**src/rtl/thermal_pkg.sv**
```systemverilog
// thermal_pkg: channel state encoding and counter sizing shared by the thermal shutdown controller
package thermal_pkg;
  typedef enum logic [2:0] {RUN, ARM, COOL, HOLD, LOCK} th_state_t;
  function automatic int cnt_width(input int debounce, input int cooldown);
    return $clog2((debounce > cooldown ? debounce : cooldown) + 1);
  endfunction
endpackage

```
**src/rtl/thermal_ch_fsm.sv**
```systemverilog
// thermal_ch_fsm: one channel of overheat debounce, latched shutdown, cooldown, restart and lockout
module thermal_ch_fsm
  import thermal_pkg::*;
#(
  parameter int DEBOUNCE = 4,
  parameter int COOLDOWN = 16,
  parameter int MAX_TRIPS = 3,
  parameter int AUTO_RESTART = 1,
  parameter int TRIP_W = $clog2(MAX_TRIPS + 1),
  parameter int CNT_W = cnt_width(DEBOUNCE, COOLDOWN)
) (
  input  logic              clk,
  input  logic              rst_n,
  input  logic              overheat,
  input  logic              restart_req,
  output logic              shut_off,
  output logic              locked,
  output logic [TRIP_W-1:0] trip_count
);
  th_state_t state, nxt;
  logic [CNT_W-1:0] cnt, nxt_cnt, cnt_inc;
  logic [TRIP_W-1:0] trips_inc;
  logic trip, cool_done;
  assign cnt_inc = cnt + 1'b1;
  assign trips_inc = trip_count + 1'b1;
  assign cool_done = !overheat && cnt_inc == CNT_W'(COOLDOWN);
  assign trip = overheat && ((state == RUN && DEBOUNCE == 1) || (state == ARM && cnt_inc == CNT_W'(DEBOUNCE)));
  always_comb begin
    nxt = state;
    nxt_cnt = cnt;
    case (state)
      RUN: begin
        nxt = overheat ? ARM : RUN;
        nxt_cnt = overheat ? CNT_W'(1) : '0;
      end
      ARM: begin
        nxt = overheat ? ARM : RUN;
        nxt_cnt = overheat ? cnt_inc : '0;
      end
      COOL: begin
        nxt = cool_done ? (AUTO_RESTART != 0 ? RUN : HOLD) : COOL;
        nxt_cnt = (overheat || cool_done) ? '0 : cnt_inc;
      end
      HOLD: begin
        // a restart request while still hot is dropped, not treated as a re-trip
        nxt = restart_req ? (overheat ? HOLD : RUN) : (overheat ? COOL : HOLD);
        nxt_cnt = '0;
      end
      default: nxt = LOCK;
    endcase
    if (trip) begin
      nxt = trips_inc == TRIP_W'(MAX_TRIPS) ? LOCK : COOL;
      nxt_cnt = '0;
    end
  end
  always_ff @(posedge clk or negedge rst_n) begin
    if (!rst_n) begin
      state <= RUN;
      cnt <= '0;
      trip_count <= '0;
      shut_off <= 1'b0;
      locked <= 1'b0;
    end else begin
      state <= nxt;
      cnt <= nxt_cnt;
      if (trip) trip_count <= trips_inc;
      shut_off <= nxt == COOL || nxt == HOLD || nxt == LOCK;
      locked <= nxt == LOCK;
    end
  end
endmodule

```
**src/rtl/thermal_shutdown_ctrl.sv**
```systemverilog
// thermal_shutdown_ctrl: multi-channel thermal protection supervisor between temperature
// comparators and power sequencing; one independent thermal_ch_fsm per channel
module thermal_shutdown_ctrl #(
  parameter int NUM_CH = 4,
  parameter int DEBOUNCE = 4,
  parameter int COOLDOWN = 16,
  parameter int MAX_TRIPS = 3,
  parameter int AUTO_RESTART = 1,
  parameter int TRIP_W = $clog2(MAX_TRIPS + 1)
) (
  input  logic                     clk,
  input  logic                     rst_n,
  input  logic [NUM_CH-1:0]        cpu_overheated,
  input  logic [NUM_CH-1:0]        restart_req,
  output logic [NUM_CH-1:0]        shut_off_computer,
  output logic                     any_shutdown,
  output logic [NUM_CH-1:0]        locked,
  output logic [NUM_CH*TRIP_W-1:0] trip_count
);
  genvar i;
  generate
    for (i = 0; i < NUM_CH; i++) begin : g_ch
      thermal_ch_fsm #(
        .DEBOUNCE(DEBOUNCE),
        .COOLDOWN(COOLDOWN),
        .MAX_TRIPS(MAX_TRIPS),
        .AUTO_RESTART(AUTO_RESTART),
        .TRIP_W(TRIP_W)
      ) u_ch (
        .clk(clk),
        .rst_n(rst_n),
        .overheat(cpu_overheated[i]),
        .restart_req(restart_req[i]),
        .shut_off(shut_off_computer[i]),
        .locked(locked[i]),
        .trip_count(trip_count[i*TRIP_W +: TRIP_W])
      );
    end
  endgenerate
  assign any_shutdown = |shut_off_computer;
endmodule

```
**config.mk**
```make
export PLATFORM = sky130hd
export DESIGN_NAME = thermal_shutdown_ctrl
export DESIGN_NICKNAME = d
export VERILOG_FILES = /design/src/rtl/thermal_pkg.sv /design/src/rtl/thermal_ch_fsm.sv /design/src/rtl/thermal_shutdown_ctrl.sv
export SDC_FILE = /design/constraint.sdc
export NUM_CORES = 1
export LEC_CHECK = 0
export ABC_AREA = 1
export CORE_MARGIN = 5
export CORE_UTILIZATION = 64
export CTS_BUF_LIST = sky130_fd_sc_hd__clkbuf_8
export DETAILED_ROUTE_END_ITERATION = 6
export PLACE_DENSITY = 0.89
export SLEW_MARGIN = 10
export SYNTH_ARGS = -nofsm -noshare
export SYNTH_HDL_FRONTEND = slang
export SYNTH_SLANG_ARGS = --single-unit
export TNS_END_PERCENT = 50
```
**constraint.sdc**
```tcl
create_clock -name clk -period 4.01 [get_ports clk]
set_clock_uncertainty 0.2 [all_clocks]
set_input_delay 0.802 -clock clk [delete_from_list [all_inputs] [get_ports clk]]
set_output_delay 0.802 -clock clk [all_outputs]
set_load 0.005 [all_outputs]
```
# Yosys cells after proc, flatten, opt, wreduce, memory -nomap -nowiden
# Index checks and enable logic that the tools add are counted.
[op_classes]
muxes = 52
n_reduce_logical = 41
n_addsub = 8
n_eq_ne = 36
[op_table]
columns = ["operator", "count"]
rows = [
  ["$pmux 5 s4", 4],
  ["$mux 5", 12],
  ["$eq 3x2->1 const B", 16],
  ["$mux 3", 12],
  ["$pmux 3 s3", 4],
  ["$add 5x1->5 const B", 4],
  ["$eq 5x3->1 const B", 4],
  ["$eq 5x5->1 const B", 4],
  ["$reduce_bool 5->1", 4],
  ["$mux 2", 8],
  ["$eq 3x1->1 const B", 4],
  ["$eq 3x3->1 const B", 4],
  ["$logic_and 1x1->1", 12],
  ["$logic_not 3->1", 4],
  ["$logic_or 1x1->1", 12],
  ["$mux 1", 12],
  ["$add 2x1->2 const B", 4],
  ["$eq 2x2->1 const B", 4],
  ["$reduce_or 2->1", 4],
  ["$logic_not 1->1", 4],
  ["$reduce_or 4->1", 1],
]
[totals]
regBits = 48

# Longest topological paths before layout
[logic_depth]
depth_word = 9
mapped_depth = 13
depth_no_buf = 13

# By module
# From an unflattened synthesis, not the netlist that was laid out.
[unflattened]
cells_unflattened = 345
hier_area_um2 = 2907.8
[by_module_without_submodules]
columns = ["module", "area_per_inst_um2", "seq_area_each_um2", "n_inst", "cells_each"]
rows = [
  ["thermal_ch_fsm at g_ch[0].u_ch ...", 738.2, 300.3, 3, 87],
  ["thermal_ch_fsm at g_ch[1].u_ch", 681.9, 300.3, 1, 81],
  ["thermal_shutdown_ctrl", 11.3, 0.0, 1, 3],
]

# Worst setup path after synthesis
# Ideal clock, no wire load.
[synth_path]
path_type = "register -> output"
start = "register g_ch[1].u_ch.shut_off"
end = "output any_shutdown"
path_buffers = 0
stages_incl_launch_ff = 2
setup_slack_ns = 2.132
arrival_ns = 0.876
t_required_ns = 3.008
path_cell_list = "dfrtp_1 or4_1"
[synth_via]
elab_chain_cells = 1
[synth_lines]
columns = ["element", "line_no", "source"]
rows = [
  ["from (decl)", "thermal_ch_fsm.sv:16", "output logic shut_off,"],
  ["from (signal assigned)", "thermal_ch_fsm.sv:61", "shut_off <= 1'b0;"],
  ["from (signal assigned)", "thermal_ch_fsm.sv:67", "shut_off <= nxt == COOL || nxt == HOLD || nxt == LOCK;"],
  ["$reduce_or 4->1", "thermal_shutdown_ctrl.sv:40", "assign any_shutdown = |shut_off_computer;"],
  ["to (decl)", "thermal_shutdown_ctrl.sv:16", "output logic any_shutdown,"],
]
# Every way passes these cells.

# Worst setup path after layout
# Ends and elaborated chain as after synthesis.

==> results.ini <==
[critical_path]
rr_worst_depth=8
r2r-start=g_ch[3].u_ch.cnt[0]
reg2reg_to=g_ch[3].u_ch.shut_off
cp.required_ps=3010
arrival_ps=1650
worst-path-max-fanout=2
crit_type=reg -> out
rrSetupSlack_ps=2030
start_kind=flop
end_kind=output port

[detailed_routing]
vias=2228
drtIter0Drc=152
drc=0
drtPass1Iterations=4
via_per_inst=5.39
totalWireLength_mm=5.30
ant_nets=0
post_drt_wl_per_cell_microns=12.8

[global_route]
globalRouteTotalUtil_pct=21.0
gr-total-overflow=0
grt_pass1_vias=2203
grt_antenna_before_repair=0
grt_pass1_wl_mm=9.20
grt_max_degree=49

[placement]
place_congestion=0.891
dp_hpwl_mm=3.90
numPortBuffers=26

[yosys]
synth_fp_nets=365
yosysTopAreaCellShare_pct=43.5
netlist_instances=339
synth.avg_cell_area_sq_um=8.15
netlist_area_sq_um=2760
synth-main-ff-cell=dfrtp_1
ys_seq_area_share_pct=43.5
synth_edf_count=0
async_reset_ff_share_pct=100
synth_warnings=0
synth_area_leader_cell=dfrtp_1
synth-seq-cells=48
synth_area_leaders=dfrtp_1 43%, nand2_1 12%, ha_1 7.2%, inv_1 6.5%, nand3_1 4.2%
synth.distinct_cells=36

[pwr]
share_comb_of_total_power_pct=11.5
netSwitchingFraction_pct=26.3
seqPwrFrac_pct=56.4
leakage_nw=1.61
power_density_nw_per_um2=301
p_int_mw=0.688
p_clk_share_pct=32.1
p_sw_mw=0.245
ir_drop_uv=270
p_total_mw=0.933

[die]
design.core.area_sq_um=4090
start_util_pct=67.6
die_width_microns=75.7
rows=23
dieArea_sq_um=5730
ios=27
die_h_microns=75.7

[finish]
fin_util_pct=75.9
drive_above_1_share_pct=11.0
final_nets=388
fillers=276
n_antenna_cell=0
final_common_cell=nand2_1
area_growth_pct=12.3
layout_common_cells=85 x nand2_1, 48 x inv_1, 48 x dfrtp_1

[clocking]
ctsHoldBuffers=0
clock-sinks=48
h-tree-depth=2
numCtsBuffers=5
post_cts_resized=0
clk_pin_slew_ps=90
cts_tree=built
cts_buffer_depth=2
worst_skew_pair.late_latency_ps=300
cts_root_buf=clkbuf_8
post-cts-setup-buffers=0

[sta]
tns_ps=0
grt_setup_unrepaired=false
hold_viol=0
drv_slew=0
hold_slack_ps=324
fmax_mhz=378
worstMarginPinSlew_ps=1040
finalSetupViolCount=0
finalCritPeriodShare_pct=66.1
slew_headroom_pct=30.7
period_needed_ps=2650

[min_path]
hold_class=reg -> reg
hold_end=g_ch[2].u_ch.trip_count[1]
hold_depth=2
holdCritStartpoint=g_ch[2].u_ch.trip_count[1]

[outcome]
status=finished, final reports clean

[run]
drv_cap=0

==> power by group through the flow <==
| stage | Combinational, mW | Sequential (mW) | Clock [mW] |
|---|---|---|---|
| 2_1_floorplan | 0.0641 | 0.530 | 0 |
| 3_3_place_gp | 0.101 | 0.534 | 0 |
| 6_report | 0.107 | 0.527 | 0.299 |
| 4_1_cts | 0.108 | 0.527 | 0.308 |
| 3_5_place_dp | 0.106 | 0.536 | 0 |
| 5_1_grt | 0.126 | 0.530 | 0.322 |
==> cells by family (layout without fill, tap and decap cells) <==
family	count (synthesis)	in the layout	synth area share, %
AOI/OAI and AO/OA	33	33	7.52
xor gates and xnor gates	7	7	2.49
adders and majority gates	16	16	7.25
buffers and inverters	66	90	10.1
DFF	48	48	43.5
and+or+nand+nor	169	169	29.1
==> sequential cells by signal, indices dropped and copies added, names as in the netlist <==
name                  count
g_ch.u_ch.cnt            20
g_ch.u_ch.state          12
g_ch.u_ch.trip_count      8
g_ch.u_ch.locked          4
g_ch.u_ch.shut_off        4
==> worst max-delay path, stage by stage (launching register included) <==
cell	delay [ps]
dfrtp_1	380
or4_1	510
clkdlybuf4s50_1	460
==> per-layer routing <==
layer	vias to the layer above	wire (microns)	GRT usage, %
met4	0	102	9.90
met5	-	0	0
met1	1029	2310	25.5
met3	12	271	4.35
met2	59	2610	35.8
li1	1128	-	-
==> layout make-up <==
type	instances	area, sq um	share of cell area (%)
sequential	48	1200	38.7
multi-input combinational	225	1280	41.3
inverter	56	210	6.78
tap	50	62.6	2.02
clock buffer	6	82.6	2.66
clock inverter	2	10.0	0.323
timing repair buffer	26	255	8.23
==> per-stage QoR <==
step                      cell area, sq um  setup slack, ps  instances
after floorplan                       2760             2130        339
after global placement                3010             1510        405
after detailed placement              3010             1440        405
after CTS                             3100             1350        413
after global routing                  3100             1290        413
final                                 3100             1360        413
==> worst max path at each step <==
stage,startpoint,end,slack [ps],cells after the start
final,g_ch[1].u_ch.shut_off,any_shutdown,1360,2
after global placement,cpu_overheated[3],g_ch[3].u_ch.shut_off,1510,7
after detailed placement,cpu_overheated[3],g_ch[3].u_ch.shut_off,1440,7
after global routing,g_ch[1].u_ch.shut_off,any_shutdown,1290,2
after CTS,g_ch[1].u_ch.shut_off,any_shutdown,1350,2
after floorplan,g_ch[1].u_ch.shut_off,any_shutdown,2130,1
==> cell usage after synthesis, types with 6 or more instances <==
master and n:
inv_2 7, buf_4 8, dfrtp_1 48, inv_1 48, nand2_2 9, ha_1 16
nand3_1 23, o21ai_0 15, a21oi_1 6, nand4_1 15, nor2_1 20, xor2_1 6
nand2_1 85
No activity file was read; power rests on OpenSTA's default activity.
